--- config.mk ---
export PLATFORM = sky130hd
export DESIGN_NAME = branch_target_table
export DESIGN_NICKNAME = d
export VERILOG_FILES = /design/src/rtl/branch_target_table.sv
export SDC_FILE = /design/constraint.sdc
export NUM_CORES = 1
export LEC_CHECK = 0
export BUFFER_PORTS_ARGS = -buffer_cell sky130_fd_sc_hd__buf_2
export CAP_MARGIN = 20
export CORE_MARGIN = 2
export CORE_UTILIZATION = 43
export CTS_BUF_LIST = sky130_fd_sc_hd__clkbuf_4 sky130_fd_sc_hd__clkbuf_8
export DETAILED_ROUTE_END_ITERATION = 10
export PLACE_DENSITY = 0.65
export SLEW_MARGIN = 15
export SYNTH_ARGS = -nofsm -noshare
export SYNTH_HDL_FRONTEND = slang
export SYNTH_SLANG_ARGS = --single-unit
--- constraint.sdc ---
create_clock -name clk -period 4.15 [get_ports clk]
set_input_delay 0.6225 -clock clk [delete_from_list [all_inputs] [get_ports clk]]
set_output_delay 0.6225 -clock clk [all_outputs]
set_load 0.01 [all_outputs]
--- src/rtl/branch_target_table.sv ---
// branch_target_table
// Branch target lookup table for the fetch stage. Maps a short branch index
// to a full target address, with a valid bit per entry so lookups report
// hit/miss. A sequential clear engine sweeps the table after reset and on a
// flush, so the storage has no reset and maps onto RAM-style arrays.
//
// Ports:
//   clk        clock, all state updates on the rising edge
//   reset      asynchronous, active-high
//   rd_en      lookup request
//   rd_index   entry to look up
//   rd_target  registered lookup result, 0 on miss
//   rd_hit     registered, 1 when the looked-up entry was valid
//   wr_valid   write request
//   wr_ready   write can be accepted (combinational from state)
//   wr_index   entry to write
//   wr_target  target to store, entry becomes valid
//   flush_req  single-cycle pulse, invalidates the whole table
//   busy       clear engine running
//
// Build option:
//   BLUT_FWD_EN  when defined, a same-cycle accepted write and lookup to the
//                same in-range index returns the data being written.
module branch_target_table #(
    parameter int ADDR_W = 10,
    parameter int DEPTH  = 32,
    parameter int IDX_W  = $clog2(DEPTH)
) (
    input  logic              clk,
    input  logic              reset,
    input  logic              rd_en,
    input  logic [IDX_W-1:0]  rd_index,
    output logic [ADDR_W-1:0] rd_target,
    output logic              rd_hit,
    input  logic              wr_valid,
    output logic              wr_ready,
    input  logic [IDX_W-1:0]  wr_index,
    input  logic [ADDR_W-1:0] wr_target,
    input  logic              flush_req,
    output logic              busy
);

    // Widened by one bit so the range test also works for DEPTH == 2**IDX_W.
    localparam logic [IDX_W:0]   DEPTH_C  = (IDX_W+1)'(DEPTH);
    localparam logic [IDX_W-1:0] LAST_IDX = IDX_W'(DEPTH - 1);

    typedef enum logic [0:0] {
        ST_CLEAR = 1'b0,
        ST_IDLE  = 1'b1
    } state_t;

    state_t             state_r;
    state_t             state_next_s;
    logic [IDX_W-1:0]   clr_cnt_r;

    logic               valid_r  [DEPTH];
    logic [ADDR_W-1:0]  target_r [DEPTH];

    logic               wr_accept_s;
    logic               wr_in_range_s;
    logic               rd_in_range_s;
    logic               mem_we_s;
    logic [IDX_W-1:0]   mem_idx_s;
    logic               mem_vld_s;
    logic [ADDR_W-1:0]  mem_tgt_s;
    logic               lk_hit_s;
    logic [ADDR_W-1:0]  lk_tgt_s;

    assign wr_accept_s   = wr_valid && wr_ready;
    assign wr_in_range_s = ({1'b0, wr_index} < DEPTH_C);
    assign rd_in_range_s = ({1'b0, rd_index} < DEPTH_C);

    // State register.
    always_ff @(posedge clk or posedge reset) begin
        if (reset) begin
            state_r <= ST_CLEAR;
        end else begin
            state_r <= state_next_s;
        end
    end

    // Next-state logic: sweep until the last entry, flush only honoured in IDLE.
    always_comb begin
        state_next_s = state_r;
        case (state_r)
            ST_CLEAR: begin
                if (clr_cnt_r == LAST_IDX) begin
                    state_next_s = ST_IDLE;
                end else begin
                    state_next_s = ST_CLEAR;
                end
            end
            ST_IDLE: begin
                if (flush_req) begin
                    state_next_s = ST_CLEAR;
                end else begin
                    state_next_s = ST_IDLE;
                end
            end
            default: state_next_s = ST_CLEAR;
        endcase
    end

    // Output decode from state.
    always_comb begin
        busy     = 1'b1;
        wr_ready = 1'b0;
        case (state_r)
            ST_CLEAR: begin
                busy     = 1'b1;
                wr_ready = 1'b0;
            end
            ST_IDLE: begin
                busy     = 1'b0;
                wr_ready = 1'b1;
            end
            default: begin
                busy     = 1'b1;
                wr_ready = 1'b0;
            end
        endcase
    end

    // Clear counter: advances every CLEAR edge, wraps to 0 after the last entry.
    always_ff @(posedge clk or posedge reset) begin
        if (reset) begin
            clr_cnt_r <= '0;
        end else if (state_r == ST_CLEAR) begin
            if (clr_cnt_r == LAST_IDX) begin
                clr_cnt_r <= '0;
            end else begin
                clr_cnt_r <= clr_cnt_r + IDX_W'(1);
            end
        end else begin
            clr_cnt_r <= '0;
        end
    end

    // Single storage write port shared by the clear engine and the write port.
    // wr_ready is low in CLEAR, so the two never compete.
    always_comb begin
        mem_we_s  = 1'b0;
        mem_idx_s = '0;
        mem_vld_s = 1'b0;
        mem_tgt_s = '0;
        if (state_r == ST_CLEAR) begin
            mem_we_s  = 1'b1;
            mem_idx_s = clr_cnt_r;
            mem_vld_s = 1'b0;
            mem_tgt_s = '0;
        end else if (wr_accept_s && wr_in_range_s) begin
            mem_we_s  = 1'b1;
            mem_idx_s = wr_index;
            mem_vld_s = 1'b1;
            mem_tgt_s = wr_target;
        end else begin
            mem_we_s  = 1'b0;
        end
    end

    // Table storage, intentionally without reset.
    always_ff @(posedge clk) begin
        if (mem_we_s) begin
            valid_r[mem_idx_s]  <= mem_vld_s;
            target_r[mem_idx_s] <= mem_tgt_s;
        end
    end

    // Lookup: out-of-range misses; optional forwarding of a same-cycle write.
    always_comb begin
        lk_hit_s = 1'b0;
        lk_tgt_s = '0;
        if (!rd_in_range_s) begin
            lk_hit_s = 1'b0;
            lk_tgt_s = '0;
`ifdef BLUT_FWD_EN
        end else if (wr_accept_s && wr_in_range_s && (wr_index == rd_index)) begin
            lk_hit_s = 1'b1;
            lk_tgt_s = wr_target;
`endif
        end else if (valid_r[rd_index]) begin
            lk_hit_s = 1'b1;
            lk_tgt_s = target_r[rd_index];
        end else begin
            lk_hit_s = 1'b0;
            lk_tgt_s = '0;
        end
    end

    // Registered lookup result, held while rd_en is low.
    always_ff @(posedge clk or posedge reset) begin
        if (reset) begin
            rd_hit    <= 1'b0;
            rd_target <= '0;
        end else if (rd_en) begin
            rd_hit    <= lk_hit_s;
            rd_target <= lk_tgt_s;
        end
    end

endmodule
==> run_results.csv <==
group,metric,value,unit
sta,fmaxAchievable,327.8,MHz
synth,post_synth_mux_area_share,0.1819,
finish,drive_gt1_frac,0.3078,
critical_path,critPathKind,"reg2reg",
synth,synth-edff-count,352,
synth,mappedNetlistNets,842,
synth,post_synth_instance_area,0.01560,mm2
route,drt_iter0_drc,1066,
synth,yosys.area.top_type_share,0.6774,
placed_design,port_buffers,37,
sta,report.final.slew_viol_count,0,
critical_path,worstSetupEndpointType,"register",
global_route,grt.overflow.total,0,
finish,multi_input_gate_area,0.004240,mm2
route,dr_total_vias,8503,
job,maxCapViolations,0,
power_and_ir_drop,total_power_per_unit_cell_area,522.5,mW/mm2
synth,post_synth.cell_area_avg,19.15,um2
finish,register_area,0.01100,mm2
route,postRouteWirelength,37.60,mm
clock_tree,number_of_buffers_inserted_for_hold_repair_after_clock_tree_synthesis,0,
route,detailedRoute.firstPassIterationCount,5,
critical_path,critPathLaunch,"state_r",
sta,timing.max_slew.rel_slack,0.3028,
clock_tree,cts_htree_levels,2,
clock_tree,cts.reportedPaths.clkPinSlew,0.06,ns
synth,synth_compound_gate_area_share,0.05284,
sta,period_needed,3.051,ns
finish,area_growth,13.17,%
synth,post-synth-top-area-cell,"sky130_fd_sc_hd__edfxtp_1",
synth,synthAdderAreaFrac,0.001604,
power_and_ir_drop,power.clock.fraction,0.336,
synth,synthMostInstantiatedCell,"sky130_fd_sc_hd__edfxtp_1",
route,ant_nets,0,
clock_tree,clk_latency,0.63,ns
floorplanning,die_x,194.5,um
synth,synth_top_family_by_area,"multiplexers",
floorplanning,core_region_area,0.03566,mm2
finish,design.final.nets,934,
sta,finalHoldViolations,0,
critical_path,timing.reg2reg.setup_slack,1.10,ns
clock_tree,quantity_of_gates_resized_following_cts,0,
global_route,global_route.usage.total,0.2016,
sta,timing.clock.skew,0.04372,ns
clock_tree,cts_root_buf,"sky130_fd_sc_hd__clkbuf_8",
synth,ys_warn_count,0,
placed_design,gpl.final_weighted_congestion,0.7779,
clock_tree,total_clock_sinks,369,
clock_tree,cts_made_buffers,55,
synth,yosys.area_share.simple,0.03368,
worst_hold_path,start_point_of_the_worst_min_delay_path,"flush_req",
sta,final.period_utilization,0.7352,
finish,nFillCells,2839,
worst_hold_path,worstHoldPathType,"in2reg",
power_and_ir_drop,power.sequential.fraction,0.522,
synth,syn-instance-count,815,
critical_path,worst-endpoint-required,4.39,ns
synth,synthArstFlopShare,0.04607,
power_and_ir_drop,power.static_leakage,6.085,nW
critical_path,cp_max_fo,24,
power_and_ir_drop,p_int,6.852,mW
synth,synthesized_area_fraction_occupied_by_xor_and_xnor_cells,0.001123,
floorplanning,initial_core_util,0.4377,
sta,worst_pin_slew,1.042,ns
status,run_status,"finished clean",
global_route,grt_first_pass_wirelength,56.26,mm
synth,synth_common_cells,"sky130_fd_sc_hd__edfxtp_1 (352), sky130_fd_sc_hd__mux4_2 (97), sky130_fd_sc_hd__mux2i_1 (53), sky130_fd_sc_hd__nor2_1 (40), sky130_fd_sc_hd__a221oi_1 (30)",
floorplanning,die-area,0.03783,mm2
sta,setup_total_negative_slack,0,ns
clock_tree,post-cts-setup-buffer-count,0,
global_route,pin_count_of_the_biggest_net_entering_global_routing,70,
synth,leading_cell_types_by_total_area_after_synthesis,"sky130_fd_sc_hd__edfxtp_1 (68%), sky130_fd_sc_hd__mux4_2 (14%), sky130_fd_sc_hd__mux2i_1 (3.4%), sky130_fd_sc_hd__dfrtp_1 (2.7%), sky130_fd_sc_hd__a221oi_1 (1.7%)",
power_and_ir_drop,vdd_drop_max,0.2880,mV
placed_design,dp.final_hpwl,23.08,mm
power_and_ir_drop,switching_share,0.2574,
critical_path,regToRegStartpoint,"state_r",
floorplanning,dieHeight,194.5,um
synth,synth_seq_cells,369,
sta,grt_setup_unrepaired,"no",
placed_design,placed_cells_incl_taps,1311,
synth,synth_sequential_area_ratio,0.7046,
synth,synth_flop_cell,"sky130_fd_sc_hd__edfxtp_1",
finish,antennaDiodeCount,0,
floorplanning,row_count,69,
global_route,antenna_found_initial,1,
clock_tree,tritoncts,"yes",
synth,synth_cell_types,42,
critical_path,type_of_origin_of_the_critical_path,"register",
route,drc_errors,0,
power_and_ir_drop,share_comb_of_total_power,0.142,
sta,number_of_setup_violations_in_the_final_report,0,
critical_path,critPathArrivalTime,3.29,ns
floorplanning,io_pins,38,
route,routed_wire_length_per_instance,26.61,um
finish,finish.cell_count_without_fillers,1413,
finish,fin_util,0.4953,
route,route.detailed.vias_per_inst,6.018,
clock_tree,clk_path_buf_depth,3,
power_and_ir_drop,total_switching_power,2.375,mW
global_route,grt_pass1_vias,8489,
==> power groups by stage <==
| stage | clock [mW] | combinational [mW] | sequential [mW] |
|---|---|---|---|
| floorplan | 0 | 0.839 | 4.81 |
| global placement | 0 | 1.29 | 4.88 |
| detailed placement | 0 | 1.31 | 4.89 |
| CTS | 3.16 | 1.32 | 4.81 |
| global route | 3.32 | 1.41 | 4.86 |
| finish | 3.10 | 1.31 | 4.81 |
==> flip-flops by register name, indices dropped and copies added (netlist names) <==
register / count
clr_cnt_r: 5
valid_r: 32
state_r: 1
rd_hit: 1
rd_target: 10
target_r: 320
==> cell families after synthesis <==
group / count (synthesis)
buffers and inverters: 69
adders and majority gates: 2
muxes: 161
and+or+nand+nor: 110
AOI/OAI and AO/OA: 102
xor gates and xnor gates: 2
DFF: 369
==> per-stage QoR <==
step | cell area [um2] | power, mW | worst slack [ns] | hold slack [ns]
floorplan | 15610 | 5.652 | 1.096 | 0.5107
global placement | 16480 | 6.168 | 0.9139 | 0.5105
detailed placement | 16480 | 6.203 | 1.105 | 0.5201
CTS | 17660 | 9.285 | 1.098 | 0.1340
global route | 17660 | 9.589 | 0.6929 | 0.1537
finish | 17660 | 9.228 | 1.099 | 0.1674
==> routing by layer <==
layer | vias up | share of wire | GRT usage
met1 | 4454 | 0.43 | 0.2911
met3 | 59 | 0.078 | 0.03904
met4 | 0 | 0.019 | 0.05584
li1 | 3619 | - | -
met2 | 371 | 0.48 | 0.3151
met5 | - | 0 | 0
==> final timing paths <==
path,endpoint,depth (start not counted)
hold reg to reg,rd_hit,2
min in group asynchronous,rd_target[7],2
setup reg to reg,target_r[11][6],4
hold / removal,state_r,2
setup / recovery,target_r[11][6],4
max in group asynchronous,rd_hit,2
==> cell type report <==
class / count / area share
Multi-Input combinational cell: 377 / 0.2401
Timing Repair Buffer: 89 / 0.03472
Tap cell: 461 / 0.03266
Clock buffer: 76 / 0.05534
Clock inverter: 26 / 0.01134
Sequential cell: 369 / 0.6226
Inverter: 15 / 0.003188
==> cell usage in the layout, fill, tap and decap left out, types with 3 or more instances in the layout <==
master	n
sky130_fd_sc_hd__a221oi_1	30
sky130_fd_sc_hd__a22oi_1	13
sky130_fd_sc_hd__a2bb2oi_1	10
sky130_fd_sc_hd__a41o_1	10
sky130_fd_sc_hd__and3_1	20
sky130_fd_sc_hd__buf_2	35
sky130_fd_sc_hd__buf_4	50
sky130_fd_sc_hd__bufinv_16	3
sky130_fd_sc_hd__clkbuf_4	11
sky130_fd_sc_hd__clkbuf_8	65
sky130_fd_sc_hd__clkinv_1	14
sky130_fd_sc_hd__clkinv_2	7
sky130_fd_sc_hd__dfrtp_1	17
sky130_fd_sc_hd__edfxtp_1	352
sky130_fd_sc_hd__inv_1	14
sky130_fd_sc_hd__mux2_2	11
sky130_fd_sc_hd__mux2i_1	53
sky130_fd_sc_hd__mux4_2	97
sky130_fd_sc_hd__nand2_1	24
sky130_fd_sc_hd__nand3_1	5
sky130_fd_sc_hd__nor2_1	38
sky130_fd_sc_hd__nor2_2	3
sky130_fd_sc_hd__nor2b_1	5
sky130_fd_sc_hd__nor3_1	4
sky130_fd_sc_hd__o211ai_1	20
sky130_fd_sc_hd__o22ai_1	10
==> worst max-delay path, cell delays in order (launching register included) <==
cell	delay, ns
sky130_fd_sc_hd__dfrtp_1	0.73
sky130_fd_sc_hd__clkinv_1	0.38
sky130_fd_sc_hd__a22oi_1	0.51
sky130_fd_sc_hd__nand3b_1	0.22
sky130_fd_sc_hd__nor2_1	0.83
No activity file was read; power rests on OpenSTA's default activity.
